==> src/rtl/ram_arb_pkg.sv <==
// Shared opcodes and FSM encoding for the RAM request arbiter.
// Latency: n/a (declarations only).
// Backpressure: n/a.
package ram_arb_pkg;

    // RAM command opcodes, carried in ram_din[ADDR_WIDTH+1:ADDR_WIDTH]
    localparam logic [1:0] OP_WR_ADDR = 2'b00;
    localparam logic [1:0] OP_WR_DATA = 2'b01;
    localparam logic [1:0] OP_RD_ADDR = 2'b10;
    localparam logic [1:0] OP_RD_DATA = 2'b11;

    // One transaction walks IDLE -> ADDR -> DATA -> (WAIT) -> RESP -> IDLE
    typedef enum logic [2:0] {
        IDLE = 3'd0,
        ADDR = 3'd1,
        DATA = 3'd2,
        WAIT = 3'd3,
        RESP = 3'd4
    } state_t;

endpackage

==> src/rtl/rr_arbiter.sv <==
// Round-robin grant: first requesting index at or after the pointer, wrapping.
// Latency: combinational.
// Backpressure: none; the parent only samples the grant while idle.
module rr_arbiter #(
    parameter  int NUM_REQ = 2,
    localparam int ID_W    = $clog2(NUM_REQ)
) (
    input  logic [NUM_REQ-1:0] i_req,
    input  logic [ID_W-1:0]    i_ptr,
    output logic [NUM_REQ-1:0] o_gnt,
    output logic [ID_W-1:0]    o_gnt_idx,
    output logic               o_any
);

    logic            w_found;
    logic [31:0]     w_scan;
    logic [ID_W-1:0] w_idx;

    // Scan from the pointer upward with wrap-around and keep the first hit.
    always_comb begin
        o_gnt     = '0;
        o_gnt_idx = '0;
        o_any     = |i_req;
        w_found   = 1'b0;
        w_scan    = '0;
        w_idx     = '0;
        for (int k = 0; k < NUM_REQ; k++) begin
            w_scan = (32'(i_ptr) + 32'(k)) % 32'(NUM_REQ);
            w_idx  = w_scan[ID_W-1:0];
            if (!w_found && i_req[w_idx]) begin
                w_found      = 1'b1;
                o_gnt[w_idx] = 1'b1;
                o_gnt_idx    = w_idx;
            end
        end
    end

endmodule

==> src/rtl/ram_req_arbiter.sv <==
// Grants one requester a whole RAM transaction and serialises it into two RAM command beats.
// Latency: accept at T -> write response T+3, read response one cycle after ram_tx_valid (T+4 with a 1-cycle RAM).
// Backpressure: one transaction in flight; req_ready is only pulsed from IDLE, others hold req_valid.
module ram_req_arbiter
    import ram_arb_pkg::*;
#(
    parameter  int NUM_REQ    = 2,
    parameter  int ADDR_WIDTH = 8,
    parameter  int DATA_WIDTH = 8,
    parameter  int RD_TIMEOUT = 8,
    localparam int ID_W       = $clog2(NUM_REQ)
) (
    input  logic                           clk,
    input  logic                           rst,
    input  logic [NUM_REQ-1:0]             req_valid,
    output logic [NUM_REQ-1:0]             req_ready,
    input  logic [NUM_REQ-1:0]             req_wr,
    input  logic [NUM_REQ*ADDR_WIDTH-1:0]  req_addr,
    input  logic [NUM_REQ*DATA_WIDTH-1:0]  req_wdata,
    output logic                           rsp_valid,
    output logic [ID_W-1:0]                rsp_id,
    output logic [DATA_WIDTH-1:0]          rsp_rdata,
    output logic                           rsp_err,
    output logic [ADDR_WIDTH+1:0]          ram_din,
    output logic                           ram_rx_valid,
    input  logic [DATA_WIDTH-1:0]          ram_dout,
    input  logic                           ram_tx_valid
);

    localparam int TMR_W = $clog2(RD_TIMEOUT) + 1;

    state_t                  r_state;
    state_t                  w_state_nxt;
    logic [ID_W-1:0]         r_ptr;
    logic                    r_wr;
    logic [ADDR_WIDTH-1:0]   r_addr;
    logic [DATA_WIDTH-1:0]   r_wdata;
    logic [ID_W-1:0]         r_id;
    logic [TMR_W-1:0]        r_timer;
    logic [NUM_REQ-1:0]      r_req_ready;
    logic [ADDR_WIDTH+1:0]   r_ram_din;
    logic                    r_ram_rx_valid;
    logic                    r_rsp_valid;
    logic [ID_W-1:0]         r_rsp_id;
    logic [DATA_WIDTH-1:0]   r_rsp_rdata;
    logic                    r_rsp_err;

    logic [NUM_REQ-1:0]      w_gnt;
    logic [ID_W-1:0]         w_gnt_idx;
    logic                    w_any;
    logic                    w_sel_wr;
    logic [ADDR_WIDTH-1:0]   w_sel_addr;
    logic [DATA_WIDTH-1:0]   w_sel_wdata;

    logic [NUM_REQ-1:0]      w_req_ready_nxt;
    logic [ADDR_WIDTH+1:0]   w_ram_din_nxt;
    logic                    w_ram_rx_valid_nxt;
    logic                    w_rsp_valid_nxt;
    logic                    w_rsp_load;
    logic [DATA_WIDTH-1:0]   w_rsp_rdata_nxt;
    logic                    w_rsp_err_nxt;
    logic                    w_latch;
    logic                    w_timer_clr;
    logic                    w_timer_inc;

    rr_arbiter #(
        .NUM_REQ (NUM_REQ)
    ) u_rr (
        .i_req     (req_valid),
        .i_ptr     (r_ptr),
        .o_gnt     (w_gnt),
        .o_gnt_idx (w_gnt_idx),
        .o_any     (w_any)
    );

    // One-hot mux of the granted requester's fields (constant indices only).
    always_comb begin
        w_sel_wr    = |(req_wr & w_gnt);
        w_sel_addr  = '0;
        w_sel_wdata = '0;
        for (int i = 0; i < NUM_REQ; i++) begin
            if (w_gnt[i]) begin
                w_sel_addr  = req_addr[i*ADDR_WIDTH +: ADDR_WIDTH];
                w_sel_wdata = req_wdata[i*DATA_WIDTH +: DATA_WIDTH];
            end
        end
    end

    // State register.
    always_ff @(posedge clk or posedge rst) begin
        if (rst) begin
            r_state <= IDLE;
        end else begin
            r_state <= w_state_nxt;
        end
    end

    // Next state and next values of every registered output.
    // The response is loaded on the cycle the last RAM event completes, so it
    // appears one cycle after the write-data beat or after ram_tx_valid.
    always_comb begin
        w_state_nxt        = r_state;
        w_req_ready_nxt    = '0;
        w_ram_din_nxt      = '0;
        w_ram_rx_valid_nxt = 1'b0;
        w_rsp_valid_nxt    = 1'b0;
        w_rsp_load         = 1'b0;
        w_rsp_rdata_nxt    = '0;
        w_rsp_err_nxt      = 1'b0;
        w_latch            = 1'b0;
        w_timer_clr        = 1'b0;
        w_timer_inc        = 1'b0;
        case (r_state)
            IDLE: begin
                if (w_any) begin
                    w_req_ready_nxt = w_gnt;
                    w_latch         = 1'b1;
                    w_state_nxt     = ADDR;
                end
            end
            ADDR: begin
                w_ram_rx_valid_nxt = 1'b1;
                w_ram_din_nxt      = {(r_wr ? OP_WR_ADDR : OP_RD_ADDR), r_addr};
                w_state_nxt        = DATA;
            end
            DATA: begin
                w_ram_rx_valid_nxt = 1'b1;
                w_ram_din_nxt      = r_wr ? {OP_WR_DATA, ADDR_WIDTH'(r_wdata)}
                                          : {OP_RD_DATA, {ADDR_WIDTH{1'b0}}};
                w_timer_clr        = 1'b1;
                w_state_nxt        = r_wr ? RESP : WAIT;
            end
            WAIT: begin
                if (ram_tx_valid) begin
                    w_rsp_valid_nxt = 1'b1;
                    w_rsp_load      = 1'b1;
                    w_rsp_rdata_nxt = ram_dout;
                    w_state_nxt     = RESP;
                end else if (r_timer == TMR_W'(RD_TIMEOUT - 1)) begin
                    w_rsp_valid_nxt = 1'b1;
                    w_rsp_load      = 1'b1;
                    w_rsp_err_nxt   = 1'b1;
                    w_state_nxt     = RESP;
                end else begin
                    w_timer_inc = 1'b1;
                end
            end
            RESP: begin
                // Reads already issued their response on the way in.
                if (r_wr) begin
                    w_rsp_valid_nxt = 1'b1;
                    w_rsp_load      = 1'b1;
                end
                w_state_nxt = IDLE;
            end
            default: begin
                w_state_nxt = IDLE;
            end
        endcase
    end

    // Pointer, latched request, read timer and registered outputs.
    always_ff @(posedge clk or posedge rst) begin
        if (rst) begin
            r_ptr          <= '0;
            r_wr           <= 1'b0;
            r_addr         <= '0;
            r_wdata        <= '0;
            r_id           <= '0;
            r_timer        <= '0;
            r_req_ready    <= '0;
            r_ram_din      <= '0;
            r_ram_rx_valid <= 1'b0;
            r_rsp_valid    <= 1'b0;
            r_rsp_id       <= '0;
            r_rsp_rdata    <= '0;
            r_rsp_err      <= 1'b0;
        end else begin
            r_req_ready    <= w_req_ready_nxt;
            r_ram_din      <= w_ram_din_nxt;
            r_ram_rx_valid <= w_ram_rx_valid_nxt;
            r_rsp_valid    <= w_rsp_valid_nxt;
            if (w_latch) begin
                r_wr    <= w_sel_wr;
                r_addr  <= w_sel_addr;
                r_wdata <= w_sel_wdata;
                r_id    <= w_gnt_idx;
                r_ptr   <= (w_gnt_idx == ID_W'(NUM_REQ - 1)) ? '0 : w_gnt_idx + ID_W'(1);
            end
            if (w_timer_clr) begin
                r_timer <= '0;
            end else if (w_timer_inc) begin
                r_timer <= r_timer + TMR_W'(1);
            end
            if (w_rsp_load) begin
                r_rsp_id    <= r_id;
                r_rsp_rdata <= w_rsp_rdata_nxt;
                r_rsp_err   <= w_rsp_err_nxt;
            end
        end
    end

    assign req_ready    = r_req_ready;
    assign ram_din      = r_ram_din;
    assign ram_rx_valid = r_ram_rx_valid;
    assign rsp_valid    = r_rsp_valid;
    assign rsp_id       = r_rsp_id;
    assign rsp_rdata    = r_rsp_rdata;
    assign rsp_err      = r_rsp_err;

endmodule
==> config.mk <==
export PLATFORM = sky130hd
export DESIGN_NAME = ram_req_arbiter
export DESIGN_NICKNAME = d
export VERILOG_FILES = /design/src/rtl/ram_arb_pkg.sv /design/src/rtl/rr_arbiter.sv /design/src/rtl/ram_req_arbiter.sv
export SDC_FILE = /design/constraint.sdc
export NUM_CORES = 1
export LEC_CHECK = 0
export BUFFER_PORTS_ARGS = -buffer_cell sky130_fd_sc_hd__buf_2
export CAP_MARGIN = 15
export CORE_UTILIZATION = 50
export CTS_CLUSTER_SIZE = 24
export DETAILED_ROUTE_END_ITERATION = 12
export GPL_TIMING_DRIVEN = 0
export HOLD_SLACK_MARGIN = 0.06
export PLACE_DENSITY = 0.83
export SETUP_SLACK_MARGIN = 0.15
export SLEW_MARGIN = 20
export SYNTH_ARGS = -nofsm -noshare
export SYNTH_HDL_FRONTEND = slang
export SYNTH_SLANG_ARGS = --single-unit
export TNS_END_PERCENT = 5
==> constraint.sdc <==
create_clock -name clk -period 2 [get_ports clk]
set_input_delay 0.3 -clock clk [delete_from_list [all_inputs] [get_ports clk]]
set_output_delay 0.3 -clock clk [all_outputs]
set_load 0.02 [all_outputs]
== After elaboration in Yosys (flattened, before gate mapping) ==
Index checks and enable logic that the tools add are counted.

* $add $sub $neg: 3
* Magnitude comparators: 4
* Equal/unequal tests: 7
* Multiplexer cells: 45
* Bitwise gates (word level): 2
* Reduce and logical (&&, ||, !) cells: 10

{| class="wikitable"
|+ Operators by type and width
! operator !! count
|-
| 8-bit 2-to-1 mux || 6
|-
| 1-bit 2-to-1 mux || 22
|-
| 10-bit case mux with 2 select lines || 1
|-
| 3-bit 2-to-1 mux || 4
|-
| 3-bit case mux with 4 select lines || 1
|-
| 10-bit 2-to-1 mux || 1
|-
| 2-bit 2-to-1 mux || 5
|-
| 4-bit 2-to-1 mux || 2
|-
| 3-bit by 2-bit equality test with 1-bit output (second input constant) || 2
|-
| 2-bit OR reduction || 3
|-
| 4-bit by 1-bit adder with 4-bit output (second input constant) || 1
|-
| 4-bit by 3-bit equality test with 1-bit output (second input constant) || 1
|-
| 1-bit by 2-bit less-than comparator with 1-bit output (second input constant) || 2
|-
| 3-bit by 1-bit equality test with 1-bit output (second input constant) || 1
|-
| 3-bit equality test (second input constant) || 1
|-
| 1-bit logical AND || 3
|-
| 3-bit logical NOT || 1
|-
| 3-bit != test (second input constant) || 1
|-
| 1-bit adder (second input constant) || 2
|-
| 2-bit bitwise AND || 1
|-
| 1-bit demux with 1-bit select || 2
|-
| 1-bit >= comparator (second input constant) || 2
|-
| 2-bit by 1-bit != test with 1-bit output (second input constant) || 1
|-
| 2-bit bitwise OR || 1
|-
| 4 further kinds || 4
|}

* Flip-flop bits (word level): 50
* Input port bits: 47
* Output and inout port bits: 24
* Logic and storage cells: 85

== Logic depth before layout (Yosys ltp) ==
* Depth after elaboration: 9
* Mapped depth: 6
* Mapped depth without buffers: 4

== Hierarchy ==
Synthesis repeated with hierarchy kept, for this count alone.

* Cells, all modules: 199
* Area total of the unflattened synthesis: 2,188.3 um^2

{| class="wikitable"
|+ Modules (own cells, without submodules)
! module !! instances !! cells each !! area an instance (um^2) !! seq. area each (um^2)
|-
| ram_req_arbiter || 1 || 194 || 2,155.8 || 1,251.2
|-
| rr_arbiter || 1 || 5 || 32.5 || 0.0
|}

== Worst setup path after synthesis ==
No wires, ideal clock.

* Path kind: register to register
* Start point: register r_timer[0]
* End point: register r_rsp_id, in the netlist rsp_id
* Library setup time: 128 ps
* Data arrival time: 1,298 ps
* Required time: 1,872 ps
* Slack: 575 ps
* Stages on the path, launching flop included: 5
* Path buffers: 0
* Period minus slack after synthesis: 1,425 ps
* Cells stage by stage: dfrtp_1 -> ha_1 -> nand3b_1 -> o211ai_2 -> mux2_1

* Cells in the longest elaborated chain, start to end: 4

{| class="wikitable"
|+ RTL lines
! element !! RTL line !! source
|-
| start: declaration || ram_req_arbiter.sv:39 || <nowiki>logic [TMR_W-1:0] r_timer;</nowiki>
|-
| start signal: assignment || ram_req_arbiter.sv:193 || <nowiki>r_timer <= r_timer + TMR_W'(1);</nowiki>
|-
| 4-bit by 3-bit equality test with 1-bit output || ram_req_arbiter.sv:139 || <nowiki>end else if (r_timer == TMR_W'(RD_TIMEOUT - 1)) begin</nowiki>
|-
| 1-bit 2-to-1 mux || ram_req_arbiter.sv:139 ||
|-
| 1-bit 2-to-1 mux || ram_req_arbiter.sv:134 || <nowiki>if (ram_tx_valid) begin</nowiki>
|-
| 1-bit case mux with 2 select lines || ram_req_arbiter.sv:113 || <nowiki>case (r_state)</nowiki>
|-
| named net w_rsp_load || ram_req_arbiter.sv:59 || <nowiki>logic w_rsp_load;</nowiki>
|-
| end signal: assignment || ram_req_arbiter.sv:196 || <nowiki>r_rsp_id <= r_id;</nowiki>
|-
| end: declaration || ram_req_arbiter.sv:44 || <nowiki>logic [ID_W-1:0] r_rsp_id;</nowiki>
|}

The timed path passes the listed nets, and every way through them passes these cells.
A chain may end at the register's enable or synchronous reset.

== Worst setup path in the final report ==
Ends and elaborated chain as after synthesis.

==> flow_summary.yaml <==
run_status:
  status: "finished, final reports clean"
detailed_routing:
  route.detailed.drc: 0
  drt_iter0_markers: 104
  dr.pass1.iters: 4
  drt-wirelength-per-cell_microns: 14.1
  ant_nets: 0
  routed-via-count: 1957
  routed_wl_microns: 4940
  viasPerCell: 5.58
timing:
  period_share_pct: 82.1
  max_freq_mhz: 609
  skew_ns: 0.00500
  worst_slew_pin_slew_ns: 0.503
  finalHoldViolCount: 0
  period_minus_slack_ns: 1.64
  setup_violations: 0
  slew_headroom_pct: 66.3
  whs_ns: 0.209
  final_max_slew_viol_count: 0
  setup_ws_ns: 0.359
  rsz0062_at_grt: "false"
synth:
  syn_inst: 220
  synth.avg_cell_area_sq_um: 10.3
  ys_ff_latch: 50
  synth_area_sq_mm: 0.00228
  ys_async_sr_fraction_pct: 100
  ys_types: 41
  yosysSeqAreaShare_pct: 55.0
  synth_edf_count: 0
  yosysWarnings: 0
  syn_nets: 268
  ys.flop_type: "dfrtp_1"
power_and_ir_drop:
  vdd_drop_max_v: 0.000745
  leakage_nw: 1.35
  power_density_mw_per_mm2: 1400
  power_mw: 3.90
floorplanning:
  fp.dieH_microns: 69.5
  die_x_microns: 69.5
  start_util_pct: 52.3
  num_rows: 24
  pin_count: 71
  die_area_sq_mm: 0.00483
  coreArea_sq_mm: 0.00435
cells_and_area:
  drive_above_1_share_pct: 31.4
  final_cell_mix: "buf_2 (76), dfrtp_1 (50), o21ai_1 (41), nand2_1 (25), a32oi_1 (14)"
  final_common_cell: "buf_2"
  antenna_cells: 0
  design_area_sq_mm: 0.00280
  finish.net_count: 347
  fillCellCount: 349
  syn_to_final_growth_pct: 22.9
cts:
  hold_buffers: 1
  cts.path.max_buffers: 2
  ctsResizeCount: 0
  cts_tree: "yes"
  clk_pin_slew_worst_paths_ns: 0.08
  clock_latency_ns: 0.30
  root_buffer: "clkbuf_8"
  h-tree-depth: 2
  tritoncts_num_sinks: 50
  cts_setup_buffers: 0
  numCtsBuffers: 5
worst_setup_path:
  reg2reg_slack_ns: 0.36
  crit_fanout: 6
  crit_type: "reg -> reg"
  start_kind: "flip-flop"
  crit_required_ns: 2.19
  crit_arrival_ns: 1.83
  crit_path_end_kind: "flip-flop"
placement:
  place_congestion: 0.865
  dp_hpwl_microns: 3670
  port_buffers: 70
  place_area_sq_mm: 0.00271
  dp_slack_ns: 0.394
global_routing:
  grt_pass1_vias: 1855
  grt_max_degree: 31
  grt-ovfl-total: 0
  grt_pass1_wl_microns: 8650
  grt_use_total_pct: 22.6
  antenna_found_initial: 0
worst_hold_path:
  min_path_type: "in -> reg"
job:
  cap_violations: 0
==> area by class of cell <==
type	instances	area, sq um	share of cell area (%)
tap	52	65.1	2.33
inverter	4	15.0	0.537
timing repair buffer	72	380	13.6
clock buffer	7	76.3	2.73
sequential	50	1250	44.7
buffer	17	97.6	3.49
multi-input combinational	149	912	32.6
==> worst max-delay path: stages (launching register included) <==
cell      delay (ns)
dfrtp_1         0.39
ha_1            0.25
nand3b_1        0.25
o211ai_2        0.31
mux2_1          0.34
==> stage by stage <==
| step | TNS (ns) | cells | util, % |
|---|---|---|---|
| after floorplan | 0 | 220 | - |
| after global placement | -1.87 | 342 | 61.8 |
| after detailed placement | 0 | 343 | 62.3 |
| after CTS | 0 | 351 | 64.3 |
| after global routing | 0 | 351 | 64.3 |
| final | 0 | 351 | 64.3 |
==> cells by family after synthesis <==
| logic type | share of synthesized area, % |
|---|---|
| AOI/OAI and AO/OA | 22.8 |
| and+or+nand+nor | 15.8 |
| DFF | 55.0 |
| buffers and inverters | 4.95 |
| xor gates and xnor gates | 0.385 |
| muxes | 0.495 |
| adders and majority gates | 0.550 |
==> state kept, by name (all words and copies together), names as in the netlist <==
signal / cells
rsp_rdata: 8
rsp_err: 1
ram_rx_valid: 1
req_ready: 2
ram_din: 10
rsp_id: 1
r_ptr: 1
r_state: 3
r_timer: 4
r_addr: 8
r_wdata: 8
rsp_valid: 1
r_id: 1
r_wr: 1
==> worst paths after layout <==
kind / startpoint / to / cells after the start
worst max-delay path: r_timer[0] / rsp_id / 4
worst min-delay path: ram_dout[5] / rsp_rdata[5] / 3
worst max register to register: r_timer[0] / rsp_id / 4
worst min register to register: r_id / r_id / 1
max in group asynchronous: rst / r_state[2] / 4
min in group asynchronous: rst / ram_din[7] / 3
==> per-layer routing <==
metal  wire length, microns  track usage, %  part of all wire (%)
met1                   2350            32.2                    48
met3                    252            5.09                   5.1
met2                   2250            34.4                    46
met4                     85            7.48                   1.7
met5                      0               0                     0
==> Yosys cell counts (all sizes together) (2+ instances only) <==
cell type | instances | area share, %
inv | 4 | 0.66
o21ai | 45 | 10
a21oi | 11 | 2.4
nand3 | 3 | 0.66
nand4bb | 2 | 0.99
a32oi | 14 | 5.4
nor2 | 7 | 1.2
clkbuf | 7 | 1.2
nand4 | 3 | 0.82
nor3 | 2 | 0.66
a22oi | 3 | 0.99
nand2 | 25 | 4.1
dfrtp | 50 | 55
nand3b | 7 | 2.3
o211ai | 6 | 2.2
and3b | 2 | 0.77
or3 | 2 | 0.55
nand2b | 2 | 0.55
buf | 10 | 3.1
==> where the power goes <==
group	internal, mW	total (mW)	switching, mW
clock	0.241	0.543	0.302
combinational	0.684	1.75	1.07
sequential	1.40	1.61	0.208
Power figures use the tool's default switching activity.
